File: src/rtl/tx_video_fifo_drain.sv
// Purpose: polls the tx_video FIFO fill level over CSR, prefetches bytes into a small local buffer, paces them to the DAC.
// Latency: first FIFO byte reaches dac_data no earlier than 3+RD_LATENCY cycles after enable rises; one byte per DIV-cycle tick.
// Backpressure: reads are issued only while space = LBUF_DEPTH - count - inflight > 0; an empty buffer on a tick emits IDLE_CODE.
module tx_video_fifo_drain #(
    parameter int          DIV        = 4,
    parameter int          LBUF_DEPTH = 4,
    parameter int          RD_LATENCY = 1,
    parameter int          POLL_GAP   = 8,
    parameter logic [7:0]  IDLE_CODE  = 8'h80
) (
    input  logic        clk,
    input  logic        reset_n,
    input  logic        enable,
    output logic [2:0]  csr_address,
    output logic        csr_read,
    output logic        csr_write,
    output logic [31:0] csr_writedata,
    input  logic [31:0] csr_readdata,
    output logic        rd_read,
    input  logic [7:0]  rd_readdata,
    output logic [7:0]  dac_data,
    output logic        dac_strobe,
    output logic [15:0] underrun_count,
    output logic        busy
);

    localparam int AW = (LBUF_DEPTH > 1) ? $clog2(LBUF_DEPTH) : 1;
    localparam int CW = AW + 1;
    localparam int TW = (DIV > 1) ? $clog2(DIV) : 1;
    localparam int GW = $clog2(POLL_GAP + 1);

    typedef enum logic [2:0] {
        S_IDLE,
        S_POLL,
        S_POLL_WAIT,
        S_GAP,
        S_FETCH
    } state_t;

    state_t                state_q;
    logic [15:0]           credits_q;
    logic [GW-1:0]         gap_cnt_q;
    logic                  csr_read_q;
    logic                  rd_read_q;
    logic [RD_LATENCY-1:0] rd_pipe_q;
    logic [CW-1:0]         inflight_q;
    logic [CW-1:0]         inflight_d;
    logic [CW-1:0]         count_q;
    logic [CW-1:0]         count_d;
    logic [AW-1:0]         wr_ptr_q;
    logic [AW-1:0]         rd_ptr_q;
    logic [7:0]            buf_q [LBUF_DEPTH];
    logic [TW-1:0]         tick_cnt_q;
    logic [7:0]            dac_data_q;
    logic                  dac_strobe_q;
    logic [15:0]           underrun_q;

    logic [CW-1:0]         space;
    logic                  issue;
    logic                  push;
    logic                  tick;
    logic                  pop;

    // Fixed CSR side: only ever reads the fill_level register.
    assign csr_address    = 3'd0;
    assign csr_write      = 1'b0;
    assign csr_writedata  = 32'd0;
    assign csr_read       = csr_read_q;
    assign rd_read        = rd_read_q;
    assign dac_data       = dac_data_q;
    assign dac_strobe     = dac_strobe_q;
    assign underrun_count = underrun_q;
    assign busy           = (state_q != S_IDLE) || (inflight_q != '0);

    // Space counts outstanding reads as occupied so a returning byte always finds a free slot.
    always_comb begin
        space = CW'(LBUF_DEPTH) - count_q - inflight_q;
        issue = (state_q == S_FETCH) && enable && (credits_q != 16'd0) && (space != '0);
        push  = rd_pipe_q[RD_LATENCY-1];
        tick  = enable && (tick_cnt_q == TW'(DIV - 1));
        pop   = tick && (count_q != '0);
    end

    // Next-state occupancy of the read pipe and the local buffer.
    always_comb begin
        inflight_d = inflight_q;
        if (issue && !push) begin
            inflight_d = inflight_q + CW'(1);
        end else if (!issue && push) begin
            inflight_d = inflight_q - CW'(1);
        end
        count_d = count_q;
        if (push && !pop) begin
            count_d = count_q + CW'(1);
        end else if (!push && pop) begin
            count_d = count_q - CW'(1);
        end
    end

    // Control FSM: poll fill level, wait out empty polls, fetch against credits, drain before idling.
    always_ff @(posedge clk or negedge reset_n) begin
        if (!reset_n) begin
            state_q    <= S_IDLE;
            credits_q  <= 16'd0;
            gap_cnt_q  <= '0;
            csr_read_q <= 1'b0;
        end else begin
            csr_read_q <= 1'b0;
            case (state_q)
                S_IDLE: begin
                    if (enable) begin
                        state_q    <= S_POLL;
                        csr_read_q <= 1'b1;
                    end
                end
                S_POLL: begin
                    state_q <= enable ? S_POLL_WAIT : S_IDLE;
                end
                S_POLL_WAIT: begin
                    // Fill levels beyond 16 bits saturate; we only ever need "plenty".
                    credits_q <= (csr_readdata[31:16] != 16'd0) ? 16'hFFFF : csr_readdata[15:0];
                    if (!enable) begin
                        state_q <= S_IDLE;
                    end else if (csr_readdata != 32'd0) begin
                        state_q <= S_FETCH;
                    end else begin
                        state_q   <= S_GAP;
                        gap_cnt_q <= '0;
                    end
                end
                S_GAP: begin
                    if (!enable) begin
                        state_q <= S_IDLE;
                    end else if (gap_cnt_q == GW'(POLL_GAP - 1)) begin
                        state_q    <= S_POLL;
                        csr_read_q <= 1'b1;
                    end else begin
                        gap_cnt_q <= gap_cnt_q + GW'(1);
                    end
                end
                S_FETCH: begin
                    if (issue) begin
                        credits_q <= credits_q - 16'd1;
                    end
                    // Leave only once every issued byte has landed in the buffer.
                    if (!enable) begin
                        if (inflight_d == '0) begin
                            state_q <= S_IDLE;
                        end
                    end else if ((credits_q == 16'd0) && (inflight_d == '0)) begin
                        state_q    <= S_POLL;
                        csr_read_q <= 1'b1;
                    end
                end
                default: begin
                    state_q <= S_IDLE;
                end
            endcase
        end
    end

    // Read strobe plus a delay line that marks when each requested byte arrives.
    always_ff @(posedge clk or negedge reset_n) begin
        if (!reset_n) begin
            rd_read_q  <= 1'b0;
            rd_pipe_q  <= '0;
            inflight_q <= '0;
        end else begin
            rd_read_q    <= issue;
            rd_pipe_q[0] <= rd_read_q;
            for (int i = 1; i < RD_LATENCY; i++) begin
                rd_pipe_q[i] <= rd_pipe_q[i-1];
            end
            inflight_q <= inflight_d;
        end
    end

    // Local prefetch buffer: strict FIFO ring.
    always_ff @(posedge clk or negedge reset_n) begin
        if (!reset_n) begin
            wr_ptr_q <= '0;
            rd_ptr_q <= '0;
            count_q  <= '0;
            for (int i = 0; i < LBUF_DEPTH; i++) begin
                buf_q[i] <= 8'd0;
            end
        end else begin
            if (push) begin
                buf_q[wr_ptr_q] <= rd_readdata;
                wr_ptr_q        <= wr_ptr_q + AW'(1);
            end
            if (pop) begin
                rd_ptr_q <= rd_ptr_q + AW'(1);
            end
            count_q <= count_d;
        end
    end

    // Sample tick divider; parked at zero while disabled so the phase restarts cleanly.
    always_ff @(posedge clk or negedge reset_n) begin
        if (!reset_n) begin
            tick_cnt_q <= '0;
        end else if (!enable || (tick_cnt_q == TW'(DIV - 1))) begin
            tick_cnt_q <= '0;
        end else begin
            tick_cnt_q <= tick_cnt_q + TW'(1);
        end
    end

    // DAC output: oldest byte on each tick, or the idle code plus an underrun count when starved.
    always_ff @(posedge clk or negedge reset_n) begin
        if (!reset_n) begin
            dac_data_q   <= IDLE_CODE;
            dac_strobe_q <= 1'b0;
            underrun_q   <= 16'd0;
        end else begin
            dac_strobe_q <= tick;
            if (tick) begin
                if (count_q != '0) begin
                    dac_data_q <= buf_q[rd_ptr_q];
                end else begin
                    dac_data_q <= IDLE_CODE;
                    if (underrun_q != 16'hFFFF) begin
                        underrun_q <= underrun_q + 16'd1;
                    end
                end
            end
        end
    end

    // A push into a full buffer would mean the space accounting is broken.
    assert property (@(posedge clk) disable iff (!reset_n) push |-> (count_q < CW'(LBUF_DEPTH)));

endmodule

File: config.mk
export PLATFORM = sky130hd
export DESIGN_NAME = tx_video_fifo_drain
export DESIGN_NICKNAME = d
export VERILOG_FILES = /design/src/rtl/tx_video_fifo_drain.sv
export SDC_FILE = /design/constraint.sdc
export NUM_CORES = 1
export LEC_CHECK = 0
export ABC_AREA = 1
export BUFFER_PORTS_ARGS = -buffer_cell sky130_fd_sc_hd__buf_2
export CELL_PAD_IN_SITES_DETAIL_PLACEMENT = 1
export CELL_PAD_IN_SITES_GLOBAL_PLACEMENT = 1
export CORE_UTILIZATION = 40
export DETAILED_ROUTE_END_ITERATION = 8
export PLACE_DENSITY_LB_ADDON = 0.1
export SYNTH_ARGS = -nofsm -noshare
export SYNTH_HDL_FRONTEND = slang
export SYNTH_SLANG_ARGS = --single-unit
File: constraint.sdc
create_clock -name clk -period 2.6 [get_ports clk]
set_clock_uncertainty 0.15 [all_clocks]
set_input_delay 0.39 -clock clk [delete_from_list [all_inputs] [get_ports clk]]
set_output_delay 0.39 -clock clk [all_outputs]
set_load 0.005 [all_outputs]
* After elaboration in Yosys (flattened, before gate mapping) *
Cells that the tools add are included.

storage, ports and cells
  flip-flop bits (word level) = 95
  input port bits = 43
  output and inout bits = 64
  logic and storage cells = 122

operators by class
  add/subtract/negate cells = 12
  order comparisons = 3
  equality and inequality tests = 16
  mux-type cells = 36
  bitwise operators = 3
  reductions and logical operators = 34

operators by type and width
  kind                                                      count
  2-to-1 mux 3 bit                                          12
  bitwise mux 32 bit                                        1
  2-to-1 mux 16 bit                                         2
  2-to-1 mux 8 bit                                          4
  one-hot mux 16 bit (2 select lines)                       1
  nonzero test 16 bit                                       2
  nonzero test 32 bit                                       1
  adder 16 x 1 -> 16 bit, second input constant             1
  binary-select mux 8 bit (select 2 bit)                    1
  demux 8 bit (select 2 bit)                                1
  zero test 16 bit                                          1
  2-to-1 mux 4 bit                                          4
  != test 16 bit, second input constant                     1
  subtractor 16 x 1 -> 16 bit, second input constant        1
  one-hot mux 3 bit (5 select lines)                        1
  != test 2 bit, second input constant                      6
  nonzero test 3 bit                                        4
  logical AND 1 bit                                         11
  one-hot mux 4 bit (2 select lines)                        1
  adder 2 x 1 -> 2 bit, second input constant               3
  adder 3 x 1 -> 3 bit, second input constant               2
  == test 3 x 2 -> 1 bit, second input constant             2
  greater-or-equal comparator 3 bit, second input constant  2
  zero test 3 bit                                           2
  23 further kinds                                          37

* Logic depth before layout (Yosys ltp) *
  word-level depth = 13
  depth in mapped cells = 20
  depth with buffers taken out = 20

* Worst setup path after synthesis *
OpenSTA, ideal clock, no wires.

  path kind = register to register
  from = register count_q[1]
  to = register state_q[2]
  setup time = 120 ps
  arrival time = 2068 ps
  data required time = 2330 ps
  slack = 262 ps
  stages on the path, launching flop included = 20
  buffers on the path = 0
  clock period less this slack = 2338 ps
  path through = dfrtp_1 > ha_1 > inv_1 > ha_1 > nand2_1 > inv_1 > nor2_1 > nand2_1 > nand3_1 > nand3_2 > nand2_2 > nand2_1 > nand2_1 > nand2_2 > nor2_2 > nand3_1 > nand2_1 > nand2_1 > nand3_1 > nand2_1

between the ends
  longest elaborated chain between the ends = 12
  elaborated cells on any way between the ends = 14
  classes of those cells = add/sub (2); eq/ne (2); mux (2); reduce/logical (8)

ends and longest elaborated chain
  what                                      line      source
  from (decl)                               48        logic [CW-1:0] count_q;
  from (signal assigned)                    195       count_q <= count_d;
  subtractor 3 bit (*) (2 in a row)         77        space = CW'(LBUF_DEPTH) - count_q - inflight_q;
  nonzero test 3 bit (*)                    78        issue = (state_q == S_FETCH) && enable && (credits_q != 16'd0) && (space != '0);
  logical AND 1 bit (*)                     78
  zero test 1 bit                           89        end else if (!issue && push) begin
  logical AND 1 bit                         89
  2-to-1 mux 3 bit                          89
  2-to-1 mux 3 bit (*)                      87        if (issue && !push) begin
  net inflight_d[0]                         47        logic [CW-1:0] inflight_d;
  zero test 3 bit (*)                       147, 150
  logical AND 1 bit                         150       end else if ((credits_q == 16'd0) && (inflight_d == '0)) begin
  != test 3 x 2 -> 1 bit (no source line)   n/a
  AND reduction 4 bit (no source line) (*)  n/a
  to (signal assigned)                      117       state_q <= enable ? S_POLL_WAIT : S_IDLE;
  to (decl)                                 40        state_t state_q;

The timed path passes the listed nets; every way through them passes the cells marked *.
A chain may end at the register's enable or synchronous reset.

* Worst setup path in the final report *
  from = register inflight_q[1]
  to = register state_q[2]

between the ends
  longest elaborated chain between the ends = 11
  elaborated cells on any way between the ends = 15
  classes of those cells = add/sub (3); eq/ne (2); mux (2); reduce/logical (8)

ends and longest elaborated chain
  what                                      line      source
  from (decl)                               46        logic [CW-1:0] inflight_q;
  from (signal assigned)                    174       inflight_q <= inflight_d;
  subtractor 3 bit                          77
  nonzero test 3 bit                        78
  logical AND 1 bit                         78
  zero test 1 bit                           89
  logical AND 1 bit                         89
  2-to-1 mux 3 bit                          89
  2-to-1 mux 3 bit (*)                      87
  net inflight_d[1]                         47
  zero test 3 bit (*)                       147, 150
  logical AND 1 bit                         150
  != test 3 x 2 -> 1 bit (no source line)   n/a
  AND reduction 4 bit (no source line) (*)  n/a

Marks and branches as above.

==> impl_metrics.tcl <==
set metrics [dict create \
    comb_power_share 0.373 \
    worst-r2r-setup-slack_ns 0.20 \
    yosys_warnings 0 \
    antenna_cells 0 \
    start_util 0.413 \
    worstSetupStartpointType "flop" \
    drt-total-wl_um 12500 \
    drtPass1Iterations 4 \
    holdPathEnd "credits_q[9]$_DFFE_PN0P_" \
    wl_per_cell_um 14.5 \
    p_switching_mw 2.28 \
    drive_gt1_frac 0.215 \
    critPathMaxFanout 4 \
    num_vias 4220 \
    worstReg2RegEnd "state_q[2]$_DFFE_PN0P_" \
    synthAdderAreaFrac 0.0419 \
    grt_max_degree 96 \
    final_nets 743 \
    root_buffer "clkbuf_16" \
    fmax_mhz 416 \
    ys_seq_elements 95 \
    dp.cells 839 \
    seq_power_share 0.407 \
    synth_top_family_by_area "simple AND/OR/NAND/NOR gates" \
    synth_mux_area_frac 0.00643 \
    die_y_um 117 \
    track_usage 0.200 \
    worst_r2r_path_depth 19 \
    drtIter0Drc 209 \
    grt_pass1_vias 4325 \
    core_area_um2 12700 \
    arrival_ns 2.49 \
    worstPathRequired_ns 2.69 \
    total_power_mw 5.93 \
    intPower_mw 3.65 \
    final_cells 860 \
    die_area_um2 13600 \
    clkPwrFrac 0.221 \
    port-buffer-count 70 \
    pin_count 107 \
    rows 41 \
    period_share 0.924 \
    hold_start "csr_readdata[9]" \
    cts_sinks 95 \
    htreeDepth 3 \
    cts_buffers 9 \
    ir_drop_mv 0.297 \
    hold_viol_final 0 \
    drv_slew 0 \
    cts_tree "yes" \
    grt_pass1_wl_um 20900 \
    setup_viol 0 \
    synthToLayoutAreaGrowth_pct 16.2 \
    synthesis.area_um2 5250 \
    synth.area.top_cells "dfrtp_1 (45%), nand2_1 (8.1%), o21ai_0 (6.8%)" \
    yosys.area.top_type "dfrtp_1" \
    rr_startpoint "inflight_q[1]$_DFF_PN0_" \
    relSlewSlack 0.633 \
    power_density_nw_per_um2 971 \
    post_synth.cell_area_avg_um2 8.69 \
    period_minus_slack_ns 2.40 \
    switching_share 0.385 \
    fillers 1554 \
    dp_hpwl_um 9040 \
    worst-setup-path-type "reg2reg" \
    fin_setup_tns_ns 0 \
    drtAntennaViolNets 0 \
    clk-insertion-delay-late_ns 0.35 \
    critPathCaptureType "flop" \
    routed_via_density 4.91 \
    synth_cell_types 44 \
    drc 0 \
    antenna_found_initial 0 \
    place_congestion 0.814 \
    grt-ovfl-total 0 \
    syn-instance-count 604 \
    whs_ns 0.164 \
    synth_top_area_frac 0.448 \
    path_clk_slew_ns 0.07 \
    whs_path_depth 3 \
    worstMarginPinSlew_ns 0.549 \
    clockBufferDepth 2 \
    synth-compound-area-share 0.125 \
    synthXorXnorAreaFrac 0.0515 \
    ys_seq_area_frac 0.453 \
    cap_violations 0 \
    p_leak_nw 3.06 \
    synthSimpleGateAreaFrac 0.216 \
    die_x_um 117 \
    status "completed" \
    hp-class "in2reg" \
]
-- metal layers --
layer / up-vias / wire [um] / GRT usage
met3: 16 / 341 / 0.0265
met4: 0 / 266 / 0.0996
met1: 2055 / 5680 / 0.244
met2: 69 / 6210 / 0.348
li1: 2080 / - / -
met5: - / 0 / 0
-- worst max-delay path, stage by stage (launching register included) --
cell,delay (ns)
dfrtp_1,0.43
ha_4,0.28
inv_2,0.04
ha_4,0.16
nand2_4,0.05
inv_1,0.04
nor2_1,0.10
nand2_1,0.09
nand3_4,0.10
nand3_4,0.10
nand2_4,0.09
nand2_1,0.07
nand2_1,0.08
nand2_2,0.07
nor2_4,0.12
nand3_2,0.07
nand2_2,0.08
nand2_2,0.06
nand3_1,0.07
nand2_1,0.05
-- state kept, by name, indices dropped and copies added (netlist names) --
register        count
buf_q              32
credits_q          16
underrun_count     16
dac_data            8
gap_cnt_q           4
count_q             3
inflight_q          3
state_q             3
rd_ptr_q            2
tick_cnt_q          2
wr_ptr_q            2
csr_read            1
dac_strobe          1
push                1
rd_read             1
-- kinds of logic after synthesis --
logic type                 after synthesis
xor gates and xnor gates                30
DFF                                     95
adders and majority gates               17
muxes                                    3
AOI/OAI and AO/OA                      110
buffers and inverters                  108
other                                    1
and+or+nand+nor                        240
-- worst max-delay path by stage --
| stage | start | to | slack [ns] | depth (start not counted) |
|---|---|---|---|---|
| after floorplan | count_q[1]$_DFFE_PN0P_ | state_q[2]$_DFFE_PN0P_ | 0.26 | 19 |
| after global placement | inflight_q[1]$_DFF_PN0_ | state_q[2]$_DFFE_PN0P_ | 0.1 | 19 |
| after detailed placement | inflight_q[1]$_DFF_PN0_ | state_q[2]$_DFFE_PN0P_ | -0.02 | 19 |
| after CTS | inflight_q[1]$_DFF_PN0_ | state_q[2]$_DFFE_PN0P_ | 0.03 | 19 |
| after global routing | inflight_q[0]$_DFF_PN0_ | state_q[0]$_DFFE_PN0P_ | -0.02 | 20 |
| final | inflight_q[1]$_DFF_PN0_ | state_q[2]$_DFFE_PN0P_ | 0.20 | 19 |
-- placed cells by master, fill, tap and decap left out, types with 9 or more instances in the layout --
cell	instances
buf_4	13
inv_1	53
dfrtp_1	94
clkbuf_16	9
o21ai_0	71
nand2_1	110
ha_1	14
buf_2	69
xor2_1	22
nor2_1	48
conb_1	36
nand3_1	19
-- cell type report --
type,count,area [um^2],share of cell area
Clock buffer,14,274,0.0449
Clock inverter,2,13.8,0.00226
Inverter,57,219,0.0359
Multi-Input combinational cell,436,2530,0.414
Sequential cell,95,2380,0.390
Tap cell,172,215,0.0353
Timing Repair Buffer,84,473,0.0775
-- power groups by stage --
stage / clock network, mW / logic [mW] / registers (mW)
after floorplan: 0 / 1.47 / 2.34
after global placement: 0 / 1.94 / 2.41
after detailed placement: 0 / 2.04 / 2.44
after CTS: 1.33 / 2.07 / 2.41
after global routing: 1.39 / 2.56 / 2.49
final: 1.31 / 2.21 / 2.41
-- cell usage after synthesis --
library cell  instances
dfstp_2               1
buf_2                 2
buf_4                36
clkinv_4              1
inv_1                54
xor2_1               22
buf_6                 1
nand2_2               7
xnor2_2               1
inv_2                 2
o21ai_1               1
xnor2_1               7
and2_0                2
nor2_2                8
o211ai_1              4
clkbuf_1             12
nor3_1                6
o221ai_1              7
o21ai_0              71
nand4_1               7
nand2_1             113
o21a_1                1
nor2_4                5
a22o_1                8
ha_1                 16
conb_1                1
mux2_2                3
nand2_4               1
nor3b_4               1
a31oi_1               2
nand3_2               6
nor4_1                8
a21oi_1               5
o31ai_1               1
a21boi_2              1
fa_1                  1
nor3_2                2
dfrtp_1              94
and2_1                2
or2_2                 1
o21bai_4              1
o22ai_1               8
nor2_1               49
nand3_1              22
-- per-stage QoR --
stage                     instance area, um^2   util  setup WS, ns
after floorplan                          5380      -         0.262
after global placement                   5690  0.447        0.0987
after detailed placement                 5690  0.447       -0.0223
after CTS                                6000  0.471        0.0292
after global routing                     6100  0.480       -0.0160
final                                    6100  0.480         0.197
-- timing repair --
| action | CTS | global route |
|---|---|---|
| resized for setup | 1 | 15 |
| buffers inserted | 0 | 4 |
| hold buffers | 1 | 0 |
| endpoints found under the hold margin | 94 | 0 |
| setup endpoints to repair | 2 | 3 |
| pin swaps | 0 | 7 |
(Power assumes the default switching activity.)
